**config.mk**
```make
export PLATFORM = sky130hd
export DESIGN_NAME = cnn_pool_2x2_flat
export DESIGN_NICKNAME = d
export VERILOG_FILES = /design/src/rtl/cnn_pkg.sv /design/src/rtl/cnn_pool_2x2_if.sv /design/src/rtl/cnn_pool_addr_gen.sv /design/src/rtl/cnn_pool_2x2.sv /design/src/flat_wrapper.sv
export SDC_FILE = /design/constraint.sdc
export NUM_CORES = 1
export LEC_CHECK = 0
export ABC_CLOCK_PERIOD_IN_PS = 2400
export BUFFER_PORTS_ARGS = -buffer_cell sky130_fd_sc_hd__buf_2
export CAP_MARGIN = 20
export CORE_ASPECT_RATIO = 1.4
export CORE_MARGIN = 2
export CORE_UTILIZATION = 45
export CTS_BUF_LIST = sky130_fd_sc_hd__clkbuf_2 sky130_fd_sc_hd__clkbuf_4 sky130_fd_sc_hd__clkbuf_8
export DETAILED_ROUTE_END_ITERATION = 12
export GPL_TIMING_DRIVEN = 0
export HOLD_SLACK_MARGIN = 0.06
export PLACE_DENSITY_LB_ADDON = 0.15
export SYNTH_ARGS = -nofsm -noshare
export SYNTH_HDL_FRONTEND = slang
export SYNTH_SLANG_ARGS = --single-unit
export TNS_END_PERCENT = 50
```
**constraint.sdc**
```tcl
create_clock -name CNN_Pool_CLOCK_50 -period 2.4 [get_ports CNN_Pool_CLOCK_50]
set_input_delay 0.24 -clock CNN_Pool_CLOCK_50 [delete_from_list [all_inputs] [get_ports CNN_Pool_CLOCK_50]]
set_output_delay 0.24 -clock CNN_Pool_CLOCK_50 [all_outputs]
set_load 0.05 [all_outputs]
```
**src/rtl/cnn_pkg.sv**
```systemverilog
// Shared CNN definitions: element width, layer dimensions seen by the conv, pool
// and control stages, pooling FSM encoding and an address-width helper.
package cnn_pkg;

  localparam int CNN_DATA_W = 8;

  localparam int CNN_CONV0_OUT_H  = 24;
  localparam int CNN_CONV0_OUT_W  = 24;
  localparam int CNN_CONV0_OUT_CH = 4;
  localparam int CNN_POOL0_OUT_H  = CNN_CONV0_OUT_H / 2;
  localparam int CNN_POOL0_OUT_W  = CNN_CONV0_OUT_W / 2;
  localparam int CNN_CONV1_OUT_H  = 8;
  localparam int CNN_CONV1_OUT_W  = 8;
  localparam int CNN_CONV1_OUT_CH = 8;
  localparam int CNN_POOL1_OUT_H  = CNN_CONV1_OUT_H / 2;
  localparam int CNN_POOL1_OUT_W  = CNN_CONV1_OUT_W / 2;

  typedef enum logic [2:0] {
    POOL_IDLE,
    POOL_READ,
    POOL_LAST,
    POOL_WRITE,
    POOL_DONE,
    POOL_WAIT_LOW
  } pool_state_t;

  // Never returns 0 so that tiny maps still get a one-bit address bus.
  function automatic int addr_w(input int depth);
    return (depth <= 2) ? 1 : $clog2(depth);
  endfunction

endpackage

```
**src/rtl/cnn_pool_2x2_if.sv**
```systemverilog
// Buffer/control bundle of the pooling stage; master is the pool, slave is the
// control unit plus the input and output buffers.
interface cnn_pool_2x2_if #(
  parameter int DATA_W    = 8,
  parameter int RD_ADDR_W = 12,
  parameter int WR_ADDR_W = 10
) ();

  // No back-pressure: RdEn/RdAddr are a request the input buffer always accepts,
  // returning RdData one cycle later; WrEn/WrAddr/WrData commit in the cycle
  // they are high; Enable is a level and Done a single-cycle pulse.
  logic                 CNN_Pool_Enable_InHigh;
  logic [DATA_W-1:0]    CNN_Pool_RdData_InData;
  logic                 CNN_Pool_RdEn_Out_Data;
  logic [RD_ADDR_W-1:0] CNN_Pool_RdAddr_Out_Data;
  logic                 CNN_Pool_WrEn_Out_Data;
  logic [WR_ADDR_W-1:0] CNN_Pool_WrAddr_Out_Data;
  logic [DATA_W-1:0]    CNN_Pool_WrData_Out_Data;
  logic                 CNN_Pool_Done_Out_Data;

  modport master (
    input  CNN_Pool_Enable_InHigh,
    input  CNN_Pool_RdData_InData,
    output CNN_Pool_RdEn_Out_Data,
    output CNN_Pool_RdAddr_Out_Data,
    output CNN_Pool_WrEn_Out_Data,
    output CNN_Pool_WrAddr_Out_Data,
    output CNN_Pool_WrData_Out_Data,
    output CNN_Pool_Done_Out_Data
  );

  modport slave (
    output CNN_Pool_Enable_InHigh,
    output CNN_Pool_RdData_InData,
    input  CNN_Pool_RdEn_Out_Data,
    input  CNN_Pool_RdAddr_Out_Data,
    input  CNN_Pool_WrEn_Out_Data,
    input  CNN_Pool_WrAddr_Out_Data,
    input  CNN_Pool_WrData_Out_Data,
    input  CNN_Pool_Done_Out_Data
  );

endinterface

```
**src/rtl/cnn_pool_addr_gen.sv**
```systemverilog
// Window/output counters for 2x2 stride-2 pooling; addresses are built from
// running offsets only.
module cnn_pool_addr_gen
  import cnn_pkg::*;
#(
  parameter int IN_H      = 24,
  parameter int IN_W      = 24,
  parameter int CHANNELS  = 4,
  parameter int RD_ADDR_W = addr_w(CHANNELS*IN_H*IN_W),
  parameter int WR_ADDR_W = addr_w(CHANNELS*IN_H*IN_W/4)
) (
  input  logic                 clk,
  input  logic                 rst,
  input  logic                 clear,
  input  logic                 advance_elem,
  input  logic                 advance_win,
  output logic [1:0]           elem_k,
  output logic [RD_ADDR_W-1:0] rd_addr,
  output logic [WR_ADDR_W-1:0] wr_addr,
  output logic                 last_win
);

  localparam int OUT_W = IN_W / 2;
  localparam int N_OUT = CHANNELS * IN_H * IN_W / 4;
  localparam int COL_W = addr_w(OUT_W);

  localparam logic [RD_ADDR_W-1:0] ROW_STEP  = RD_ADDR_W'(IN_W);
  localparam logic [RD_ADDR_W-1:0] COL_STEP  = RD_ADDR_W'(2);
  // Row end and channel end both land IN_W+2 past the current top-left corner,
  // because channels are stored back to back.
  localparam logic [RD_ADDR_W-1:0] WRAP_STEP = RD_ADDR_W'(IN_W + 2);
  localparam logic [COL_W-1:0]     LAST_COL  = COL_W'(OUT_W - 1);
  localparam logic [WR_ADDR_W-1:0] LAST_OUT  = WR_ADDR_W'(N_OUT - 1);

  logic [1:0]           k_q;
  logic [COL_W-1:0]     ocol_q;
  logic [RD_ADDR_W-1:0] win_base_q;
  logic [WR_ADDR_W-1:0] wr_addr_q;

  always_ff @(posedge clk) begin
    if (rst || clear) begin
      k_q        <= '0;
      ocol_q     <= '0;
      win_base_q <= '0;
      wr_addr_q  <= '0;
    end else begin
      if (advance_elem) k_q <= k_q + 2'd1;
      if (advance_win) begin
        wr_addr_q <= wr_addr_q + WR_ADDR_W'(1);
        if (ocol_q == LAST_COL) begin
          ocol_q     <= '0;
          win_base_q <= win_base_q + WRAP_STEP;
        end else begin
          ocol_q     <= ocol_q + COL_W'(1);
          win_base_q <= win_base_q + COL_STEP;
        end
      end
    end
  end

  assign elem_k   = k_q;
  assign rd_addr  = win_base_q + (k_q[1] ? ROW_STEP : '0) + {{(RD_ADDR_W-1){1'b0}}, k_q[0]};
  assign wr_addr  = wr_addr_q;
  assign last_win = (wr_addr_q == LAST_OUT);

endmodule

```
**src/rtl/cnn_pool_2x2.sv**
```systemverilog
// 2x2 stride-2 signed max-pooling stage: reads windows from the conv output
// buffer, writes one max per window, pulses Done once per enable.
module cnn_pool_2x2
  import cnn_pkg::*;
#(
  parameter int DATA_W    = CNN_DATA_W,
  parameter int IN_H      = CNN_CONV0_OUT_H,
  parameter int IN_W      = CNN_CONV0_OUT_W,
  parameter int CHANNELS  = CNN_CONV0_OUT_CH,
  parameter int RD_ADDR_W = addr_w(CHANNELS*IN_H*IN_W),
  parameter int WR_ADDR_W = addr_w(CHANNELS*IN_H*IN_W/4)
) (
  input  logic           CNN_Pool_CLOCK_50,
  input  logic           CNN_Pool_RESET_InHigh,
  cnn_pool_2x2_if.master bus,
  output pool_state_t    CNN_Pool_State_Out_Data
);

  pool_state_t state_q, state_d;

  logic                     clear, adv_elem, adv_win;
  logic [1:0]               elem_k;
  logic [RD_ADDR_W-1:0]     rd_addr;
  logic [WR_ADDR_W-1:0]     wr_addr;
  logic                     last_win;
  logic                     enable;
  logic signed [DATA_W-1:0] rd_data;
  logic signed [DATA_W-1:0] max_q;

  assign enable  = bus.CNN_Pool_Enable_InHigh;
  assign rd_data = $signed(bus.CNN_Pool_RdData_InData);

  cnn_pool_addr_gen #(
    .IN_H      (IN_H),
    .IN_W      (IN_W),
    .CHANNELS  (CHANNELS),
    .RD_ADDR_W (RD_ADDR_W),
    .WR_ADDR_W (WR_ADDR_W)
  ) u_addr_gen (
    .clk          (CNN_Pool_CLOCK_50),
    .rst          (CNN_Pool_RESET_InHigh),
    .clear        (clear),
    .advance_elem (adv_elem),
    .advance_win  (adv_win),
    .elem_k       (elem_k),
    .rd_addr      (rd_addr),
    .wr_addr      (wr_addr),
    .last_win     (last_win)
  );

  always_ff @(posedge CNN_Pool_CLOCK_50) begin
    if (CNN_Pool_RESET_InHigh) state_q <= POOL_IDLE;
    else                       state_q <= state_d;
  end

  always_comb begin
    state_d  = state_q;
    clear    = 1'b0;
    adv_elem = 1'b0;
    adv_win  = 1'b0;
    case (state_q)
      POOL_IDLE: begin
        clear = 1'b1;
        if (enable) state_d = POOL_READ;
      end
      POOL_READ: begin
        if (!enable) state_d = POOL_IDLE;
        else begin
          adv_elem = 1'b1;
          if (elem_k == 2'd3) state_d = POOL_LAST;
        end
      end
      POOL_LAST: state_d = enable ? POOL_WRITE : POOL_IDLE;
      POOL_WRITE: begin
        if (!enable) state_d = POOL_IDLE;
        else begin
          adv_win = 1'b1;
          state_d = last_win ? POOL_DONE : POOL_READ;
        end
      end
      POOL_DONE:     state_d = POOL_WAIT_LOW;
      POOL_WAIT_LOW: if (!enable) state_d = POOL_IDLE;
      default:       state_d = POOL_IDLE;
    endcase
  end

  // Data lags the address by one cycle: READ with k=1 sees element 0, and the
  // LAST cycle sees element 3. Strict '>' keeps the earlier element on a tie.
  always_ff @(posedge CNN_Pool_CLOCK_50) begin
    if (CNN_Pool_RESET_InHigh) begin
      max_q <= '0;
    end else if (state_q == POOL_READ && elem_k == 2'd1) begin
      max_q <= rd_data;
    end else if (((state_q == POOL_READ && elem_k[1]) || state_q == POOL_LAST) &&
                 (rd_data > max_q)) begin
      max_q <= rd_data;
    end
  end

  assign bus.CNN_Pool_RdEn_Out_Data   = (state_q == POOL_READ);
  assign bus.CNN_Pool_RdAddr_Out_Data = (state_q == POOL_READ) ? rd_addr : '0;
  assign bus.CNN_Pool_WrEn_Out_Data   = (state_q == POOL_WRITE);
  assign bus.CNN_Pool_WrAddr_Out_Data = (state_q == POOL_WRITE) ? wr_addr : '0;
  assign bus.CNN_Pool_WrData_Out_Data = (state_q == POOL_WRITE) ? max_q : '0;
  assign bus.CNN_Pool_Done_Out_Data   = (state_q == POOL_DONE);
  assign CNN_Pool_State_Out_Data      = state_q;

endmodule

```
**src/flat_wrapper.sv**
```systemverilog
// flat-port wrapper written by rule: the top's interface ports become plain ports
module cnn_pool_2x2_flat import cnn_pkg::*;
#(
  parameter int DATA_W    = CNN_DATA_W,
  parameter int IN_H      = CNN_CONV0_OUT_H,
  parameter int IN_W      = CNN_CONV0_OUT_W,
  parameter int CHANNELS  = CNN_CONV0_OUT_CH,
  parameter int RD_ADDR_W = addr_w(CHANNELS*IN_H*IN_W),
  parameter int WR_ADDR_W = addr_w(CHANNELS*IN_H*IN_W/4)
)
  (CNN_Pool_CLOCK_50, CNN_Pool_RESET_InHigh, CNN_Pool_State_Out_Data, bus_CNN_Pool_Enable_InHigh, bus_CNN_Pool_RdData_InData, bus_CNN_Pool_RdEn_Out_Data, bus_CNN_Pool_RdAddr_Out_Data, bus_CNN_Pool_WrEn_Out_Data, bus_CNN_Pool_WrAddr_Out_Data, bus_CNN_Pool_WrData_Out_Data, bus_CNN_Pool_Done_Out_Data);
  cnn_pool_2x2_if #(.DATA_W(DATA_W), .RD_ADDR_W(RD_ADDR_W), .WR_ADDR_W(WR_ADDR_W)) bus_i ();
  input  logic CNN_Pool_CLOCK_50;
  input  logic CNN_Pool_RESET_InHigh;
  output pool_state_t CNN_Pool_State_Out_Data;
  input wire logic [$bits(bus_i.CNN_Pool_Enable_InHigh)-1:0] bus_CNN_Pool_Enable_InHigh;
  input wire logic [$bits(bus_i.CNN_Pool_RdData_InData)-1:0] bus_CNN_Pool_RdData_InData;
  output wire logic [$bits(bus_i.CNN_Pool_RdEn_Out_Data)-1:0] bus_CNN_Pool_RdEn_Out_Data;
  output wire logic [$bits(bus_i.CNN_Pool_RdAddr_Out_Data)-1:0] bus_CNN_Pool_RdAddr_Out_Data;
  output wire logic [$bits(bus_i.CNN_Pool_WrEn_Out_Data)-1:0] bus_CNN_Pool_WrEn_Out_Data;
  output wire logic [$bits(bus_i.CNN_Pool_WrAddr_Out_Data)-1:0] bus_CNN_Pool_WrAddr_Out_Data;
  output wire logic [$bits(bus_i.CNN_Pool_WrData_Out_Data)-1:0] bus_CNN_Pool_WrData_Out_Data;
  output wire logic [$bits(bus_i.CNN_Pool_Done_Out_Data)-1:0] bus_CNN_Pool_Done_Out_Data;
  assign bus_i.CNN_Pool_Enable_InHigh = bus_CNN_Pool_Enable_InHigh;
  assign bus_i.CNN_Pool_RdData_InData = bus_CNN_Pool_RdData_InData;
  assign bus_CNN_Pool_RdEn_Out_Data = bus_i.CNN_Pool_RdEn_Out_Data;
  assign bus_CNN_Pool_RdAddr_Out_Data = bus_i.CNN_Pool_RdAddr_Out_Data;
  assign bus_CNN_Pool_WrEn_Out_Data = bus_i.CNN_Pool_WrEn_Out_Data;
  assign bus_CNN_Pool_WrAddr_Out_Data = bus_i.CNN_Pool_WrAddr_Out_Data;
  assign bus_CNN_Pool_WrData_Out_Data = bus_i.CNN_Pool_WrData_Out_Data;
  assign bus_CNN_Pool_Done_Out_Data = bus_i.CNN_Pool_Done_Out_Data;
  cnn_pool_2x2 #(.DATA_W(DATA_W), .IN_H(IN_H), .IN_W(IN_W), .CHANNELS(CHANNELS), .RD_ADDR_W(RD_ADDR_W), .WR_ADDR_W(WR_ADDR_W)) u_core (.CNN_Pool_CLOCK_50(CNN_Pool_CLOCK_50), .CNN_Pool_RESET_InHigh(CNN_Pool_RESET_InHigh), .bus(bus_i), .CNN_Pool_State_Out_Data(CNN_Pool_State_Out_Data));
endmodule
```
==> impl_metrics.csv, run 1 <==
group,metric,value,unit
timing,relSlewSlack,0.691,
setup_path,end_kind,"primary output",
clock_tree,clock_latency,290,ps
logic_synthesis,synth_cell_types,48,
setup_path,crit_family,"adder cells",
routing,dr.first_iter.drc_count,106,
timing,rsz0062_at_grt,"no",
routing,avgRoutedWirePerCell,12.2,um
setup_path,worstSetupPathType,"reg -> out",
logic_synthesis,synth_top_area_cell,"dfxtp_1",
clock_tree,holdBufCountCts,0,
routing,vias,2076,
setup_path,path_cells,"ha_1, inv_1, fa_1, nor2b_4, nand4_1, xor2_1, nor2_1, buf_6",
outcome,status,"complete, no violations",
clock_tree,clk_path_buf_depth,2,
floorplan,coreArea,5200,um^2
worst_hold_path,hold_depth,3,
grt,antenna_found_initial,0,
routing,totalWireLength,4990,um
timing,setup_tns,0,ps
clock_tree,cts.sinks,38,
timing,slew_viol_final,0,
final_layout,register_area,766,um^2
place,place.gp.congestion,0.779,
worst_hold_path,min_from,"bus_CNN_Pool_RdData_InData[3]",
worst_hold_path,min_path_type,"in -> reg",
floorplan,dieArea,6040,um^2
logic_synthesis,ys_top_cells_by_count,"dfxtp_1, nor2_1, nand2_1",
floorplan,placementRows,31,
final_layout,area.growth.synth_to_final,17.7,%
clock_tree,cts_tree,"yes",
grt,grt_max_degree,12,
grt,first_global_vias,1902,
final_layout,layout-drive-gt1-share,0.231,
routing,drtAntennaViolNets,0,
timing,setup-violations-final,0,
logic_synthesis,syn_area_per_cell,8.48,um^2
power,p_leak,1.19,nW
final_layout,multi_input_area,1560,um^2
logic_synthesis,synth_warnings,0,
floorplan,initial_core_util,0.470,
timing,fmax,441,MHz
setup_path,cp.arrival,2030,ps
setup_path,cp_num_buf_inv,2,
logic_synthesis,synth.cell_area,2440,um^2
logic_synthesis,synthArstFlopShare,0,
clock_tree,cts_setup_buffers,0,
setup_path,start_kind,"flop",
logic_synthesis,synth_top_area_frac,0.311,
power,irDropWorstVdd,402,uV
worst_hold_path,whs_endpoint,"u_core.max_q[3]$_SDFFE_PP0P_",
timing,worst_pin_slew,453,ps
logic_synthesis,synthTopCellsByArea,"dfxtp_1, ha_1, and2_1",
logic_synthesis,yosysMostFrequentCell,"dfxtp_1",
timing,fin_worst_skew,6.62,ps
setup_path,r2r-start,"u_core.u_addr_gen.ocol_q[0]$_SDFFE_PP0P_",
logic_synthesis,synth_nets,317,
routing,drc,0,
setup_path,cp.required,2160,ps
clock_tree,numCtsBuffers,5,
timing,period_share,0.944,
clock_tree,cts.clk_slew.worst_paths,80,ps
final_layout,nNetsFinal,370,
clock_tree,ctsHtreeMaxLevel,2,
logic_synthesis,seq_area_frac_synth,0.311,
logic_synthesis,synth-edff-count,0,
floorplan,io_pins,47,
timing,timing.hold.ws,211,ps
floorplan,die-height,91.2,um
routing,dr.pass1.iters,4,
place,io_buffers,46,
setup_path,r2r_slack,200,ps
logic_synthesis,synth_flop_cell,"dfxtp_1",
grt,grt_overflow,0,
flow_run,maxCapViolCount,0,
grt,grt_use_total,0.175,
floorplan,die_x,66.3,um
power,power.density,422,nW/um^2
timing,period_needed,2270,ps
final_layout,n_antenna_cell,0,
clock_tree,clock-root-buffer,"clkbuf_8",
setup_path,critical_path.max_fanout,6,
routing,vias_per_cell,5.09,
setup_path,slowest_delay,410,ps
setup_path,reg2regPathDepth,8,
setup_path,cp_slowest_cell,"fa_1",
logic_synthesis,syn_inst,288,
logic_synthesis,synth-seq-cells,38,
place,hpwl,3750,um
setup_path,reg2reg_to,"u_core.u_addr_gen.win_base_q[8]$_SDFFE_PP0P_",
timing,finalHoldViolations,0,
final_layout,nFillCells,510,
grt,grt_pass1_wl,8340,um
## worst register-to-register path, delay by kind of cell (launching register included)
kind | cells | cell delay [ps]
adders and majority gates | 2 | 500
AOI/OAI and AO/OA | 2 | 630
DFF | 1 | 410
xor gates and xnor gates | 1 | 150
and+or+nand+nor | 3 | 410
## per-layer routing
metal / routed length (um) / GRT usage / up-vias
li1: - / - / 1077
met2: 2600 / 0.315 / 37
met3: 172 / 0.0335 / 7
met1: 2140 / 0.195 / 955
met5: 0 / 0 / -
met4: 78 / 0.0680 / 0
## sequential cells by signal (all words and copies together), names as in the netlist
register                        cells
u_core.CNN_Pool_State_Out_Data      3
u_core.u_addr_gen.elem_k            2
u_core.u_addr_gen.ocol_q            4
u_core.max_q                        8
u_core.u_addr_gen.wr_addr          10
u_core.u_addr_gen.win_base_q       11
## logic make-up (layout without fill, tap and decap cells)
| family | count (synthesis) | after routing | synth area share |
|---|---|---|---|
| simple gates | 135 | 135 | 0.307 |
| flops | 38 | 38 | 0.311 |
| compound gates | 36 | 36 | 0.105 |
| buf+inv | 28 | 82 | 0.0538 |
| xor+xnor | 24 | 24 | 0.0860 |
| fa+ha+maj | 18 | 18 | 0.0952 |
| mux | 9 | 9 | 0.0420 |
## how the worst max path moves through the flow
stage                                                   start  slack [ps]                              end  depth (start not counted)
6_report             u_core.u_addr_gen.elem_k[1]$_SDFFE_PP0P_         130  bus_CNN_Pool_RdAddr_Out_Data[9]                          8
5_1_grt              u_core.u_addr_gen.elem_k[1]$_SDFFE_PP0P_           2  bus_CNN_Pool_RdAddr_Out_Data[9]                          8
4_1_cts              u_core.u_addr_gen.elem_k[1]$_SDFFE_PP0P_          70  bus_CNN_Pool_RdAddr_Out_Data[9]                          8
3_5_place_dp                     u_core.max_q[5]$_SDFFE_PP0P_         180     u_core.max_q[5]$_SDFFE_PP0P_                          7
3_3_place_gp                     u_core.max_q[5]$_SDFFE_PP0P_         210     u_core.max_q[0]$_SDFFE_PP0P_                          7
2_1_floorplan  u_core.CNN_Pool_State_Out_Data[0]$_SDFFE_PP0P_        -120  bus_CNN_Pool_RdAddr_Out_Data[5]                          3
## per-stage QoR
stage	instances	worst slack, ps	util	instance area, um^2	total power [mW]
floorplan	288	-120	-	2440	0.726
global placement	400	212	0.531	2760	0.756
detailed placement	400	179	0.531	2760	0.757
CTS	408	73.5	0.551	2860	1.23
global route	408	1.68	0.553	2880	1.27
finish	408	134	0.553	2880	1.21
## where the power goes
group	leakage (nW)	total, mW	internal (mW)	switching [mW]
logic	0.835	0.105	0.0405	0.0646
registers	0.308	0.634	0.632	0.00241
clock network	0.0517	0.474	0.243	0.231
## final cells by class
type                    count  area share
clock buffers               7      0.0313
multi-input cells         222       0.542
flip-flops and latches     38       0.266
repair buffers             46      0.0839
well taps                  66      0.0287
inverters                  14      0.0200
clock inverters             1     0.00174
plain buffers              14      0.0261
## cells in the final DEF (no fill, tap or decap), types with 2 or more instances in the layout
master / synthesis / routed
and2_1: 22 / 22
ha_1: 17 / 17
buf_2: 5 / 48
nor2_1: 31 / 31
buf_6: 1 / 2
clkbuf_1: 6 / 5
a32oi_2: 2 / 2
dfxtp_1: 38 / 36
xnor2_1: 10 / 10
clkbuf_8: 0 / 6
a21oi_1: 15 / 15
inv_1: 13 / 13
or2b_1: 2 / 2
buf_4: 2 / 4
a21o_1: 2 / 2
nand2b_1: 18 / 18
nor3_1: 5 / 5
xor2_1: 14 / 14
a211oi_1: 5 / 5
or3_1: 3 / 3
nor3b_1: 2 / 2
and3_1: 4 / 4
o21ai_0: 4 / 4
nand3b_1: 2 / 2
nand2_1: 23 / 23
nand3_1: 2 / 2
and3b_1: 2 / 2
a31o_2: 2 / 2
nand4_1: 6 / 6
nor2b_1: 4 / 3
mux2i_1: 8 / 8
## what timing repair did
item,CTS,global route
endpoints found under the setup margin,3,3
endpoints found under the hold margin,0,0
resized for setup,5,4
No activity file was read; power rests on OpenSTA's default activity.
==> run 2: changes to the inputs <==
Settings changed: ABC_AREA from default to 1, CORE_ASPECT_RATIO 1.4 to default, TNS_END_PERCENT 50 to default.
==> run 2 against run 1 <==
Against the previous run:
- critical path depth is 1 lower
- synthesized cell count is 19% higher
- sequential share of layout area is 0.63 points higher
- area after synthesis is 4.0% lower
- utilization is 0.24 points lower
- cell count is 15% higher
- worst setup slack better by 78 ps
- via count is 12% higher
- fmax is 3.6% higher
- clock-buffer cell count is 1 lower
- clock power is 5.1% lower
- power is 6.3% higher
- largest cell class unchanged
- largest power group unchanged
- highest routed layer unchanged
==> impl_metrics.csv, run 2 <==
group,metric,value,unit
final_layout,nFillCells,547,
logic_synthesis,synth-seq-cells,38,
timing,worst_pin_slew,491,ps
grt,grt.met1_usage,0.257,
final_layout,area.growth.synth_to_final,19.3,%
timing,finalHoldViolations,0,
setup_path,cp.required,2160,ps
timing,fin_worst_skew,8.18,ps
clock_tree,clock_latency,290,ps
grt,use_met2,0.338,
timing,setup-violations-final,0,
logic_synthesis,synth_top_area_frac,0.324,
flow_run,maxCapViolCount,0,
routing,drc,0,
routing,dr.pass1.iters,5,
floorplan,coreArea,5070,um^2
final_layout,utilization,0.551,
place,place.gp.congestion,0.828,
clock_tree,cts.sinks,38,
clock_tree,holdBufCountCts,0,
setup_path,start_kind,"flop",
setup_path,critical_path.max_fanout,5,
final_layout,largest_reg_flops,11,
routing,drtAntennaViolNets,0,
final_layout,nNetsFinal,426,
floorplan,die-height,76.2,um
logic_synthesis,synth_warnings,0,
floorplan,io_pins,47,
logic_synthesis,syn_area_per_cell,6.82,um^2
timing,period_share,0.912,
place,dpl-instance-area,2680,um^2
grt,first_global_vias,2233,
final_layout,n_antenna_cell,0,
logic_synthesis,synth-edff-count,0,
logic_synthesis,synth_top_area_cell,"dfxtp_1",
floorplan,die_x,76.2,um
final_layout,largest-register,"u_core.u_addr_gen.win_base_q",
timing,setup_tns,0,ps
logic_synthesis,synthTopCellsByArea,"dfxtp_1, nor2_1, ha_1",
clock_tree,ctsHtreeMaxLevel,2,
clock_tree,numCtsBuffers,5,
power,irDropWorstVdd,209,uV
final_layout,layout_common_cells,"nor2_1, inv_1, buf_2",
grt,grt_most_used_layer,"met2",
power,power,1.29,mW
setup_path,end_kind,"primary output",
timing,slew_viol_final,0,
routing,avgRoutedWirePerCell,11.3,um
timing,relSlewSlack,0.673,
worst_hold_path,hold_depth,2,
routing,vias,2320,
timing,fmax,457,MHz
logic_synthesis,synth_flop_cell,"dfxtp_1",
floorplan,initial_core_util,0.462,
power,p_leak,1.26,nW
routing,totalWireLength,5280,um
setup_path,r2r_slack,320,ps
grt,grt_pass1_wl,9620,um
worst_hold_path,min_path_type,"in -> reg",
worst_hold_path,whs_endpoint,"u_core.CNN_Pool_State_Out_Data[2]$_SDFFE_PP0P_",
grt,antenna_found_initial,0,
clock_tree,cts_tree,"yes",
setup_path,cp.arrival,1950,ps
clock_tree,cts.clk_slew.worst_paths,80,ps
final_layout,final_common_cell,"nor2_1",
logic_synthesis,synth_nets,373,
logic_synthesis,syn_inst,344,
outcome,status,"complete, no violations",
logic_synthesis,yosysMostFrequentCell,"nor2_1",
grt,grt_overflow,0,
place,io_buffers,46,
grt,grt_use_total,0.197,
timing,period_needed,2190,ps
routing,dr.first_iter.drc_count,107,
place,hpwl,3950,um
setup_path,reg2regPathDepth,13,
final_layout,layout-drive-gt1-share,0.209,
clock_tree,clock-root-buffer,"clkbuf_8",
floorplan,placementRows,26,
power,power.density,461,nW/um^2
logic_synthesis,ys_top_cells_by_count,"nor2_1, inv_1, nand2_1",
worst_hold_path,min_from,"CNN_Pool_RESET_InHigh",
clock_tree,cts_resized,4,
grt,grt_max_degree,13,
final_layout,finalInstanceArea,2800,um^2
setup_path,reg2reg_to,"u_core.u_addr_gen.win_base_q[11]$_SDFFE_PP0P_",
logic_synthesis,synthArstFlopShare,0,
floorplan,dieArea,5800,um^2
clock_tree,clk_path_buf_depth,2,
setup_path,worstSetupPathType,"reg -> out",
grt,met3_usage,0.0344,
logic_synthesis,synth_cell_types,32,
logic_synthesis,synth.cell_area,2340,um^2
setup_path,r2r-start,"u_core.u_addr_gen.ocol_q[0]$_SDFFE_PP0P_",
routing,vias_per_cell,4.96,
timing,rsz0062_at_grt,"no",
clock_tree,cts_setup_buffers,0,
logic_synthesis,seq_area_frac_synth,0.324,
-- run 2: cell count changes after synthesis, sizes merged, moves of 13 or more --
cell    delta
nor3      +13
nand3     +21
nand2b    -18
inv       +41
o21ai     +15
nor2      +30
nand2     +22
and2      -22
a21oi     +25
-- run 2: cell families after synthesis --
logic type / Yosys count / share of synthesized area
AND/OR/NAND/NOR: 154 / 0.301
AO/OA/AOI/OAI: 68 / 0.152
buffers and inverters: 63 / 0.112
flip-flops: 38 / 0.324
adder cells (fa/ha/maj): 18 / 0.0993
XOR/XNOR: 3 / 0.0112
-- run 2: final cells by class --
class | instances | area [um^2] | share of cell area
buffer | 8 | 52.6 | 0.0188
clock buffer | 6 | 76.3 | 0.0273
clock inverter | 2 | 13.8 | 0.00492
inverter | 55 | 211 | 0.0756
multi-input combinational | 243 | 1360 | 0.485
sequential | 38 | 762 | 0.272
tap | 70 | 87.6 | 0.0313
timing repair buffer | 46 | 235 | 0.0841
-- run 2: power by group --
part	internal, mW	total [mW]	switching, mW
clock	0.216	0.450	0.233
sequential	0.640	0.648	0.00719
combinational	0.0587	0.193	0.134
total	0.916	1.29	0.375
-- run 2: worst max-delay path by stage --
stage / cells after the start / endpoint / startpoint
after global placement: 7 / bus_CNN_Pool_RdAddr_Out_Data[9] / u_core.u_addr_gen.elem_k[1]$_SDFFE_PP0P_
after CTS: 7 / bus_CNN_Pool_RdAddr_Out_Data[9] / u_core.u_addr_gen.elem_k[1]$_SDFFE_PP0P_
after detailed placement: 7 / bus_CNN_Pool_RdAddr_Out_Data[9] / u_core.u_addr_gen.elem_k[1]$_SDFFE_PP0P_
after floorplan: 5 / bus_CNN_Pool_RdAddr_Out_Data[10] / u_core.CNN_Pool_State_Out_Data[0]$_SDFFE_PP0P_
final: 7 / bus_CNN_Pool_RdAddr_Out_Data[9] / u_core.u_addr_gen.elem_k[1]$_SDFFE_PP0P_
after global routing: 7 / bus_CNN_Pool_RdAddr_Out_Data[11] / u_core.u_addr_gen.elem_k[1]$_SDFFE_PP0P_
-- run 2: per-layer routing --
layer	part of all wire	up-vias
met5	0	-
met4	0.010	0
met3	0.042	7
met2	0.44	46
met1	0.50	1042
li1	-	1225
-- run 2: worst max-delay path, stage by stage (launching register included) --
cell and delay [ps]:
dfxtp_2 370, ha_1 170, inv_1 50, fa_2 390, nor2_4 170, a31oi_1 110, nor3_2 170, buf_4 220
-- run 2: metrics by stage --
stage / cells / setup WS [ps] / hold slack, ps
4_1_cts: 468 / 31.5 / 182
5_1_grt: 468 / 64.3 / 201
2_1_floorplan: 344 / -115 / 309
6_report: 468 / 212 / 183
3_5_place_dp: 460 / 168 / 477
3_3_place_gp: 460 / 214 / 474
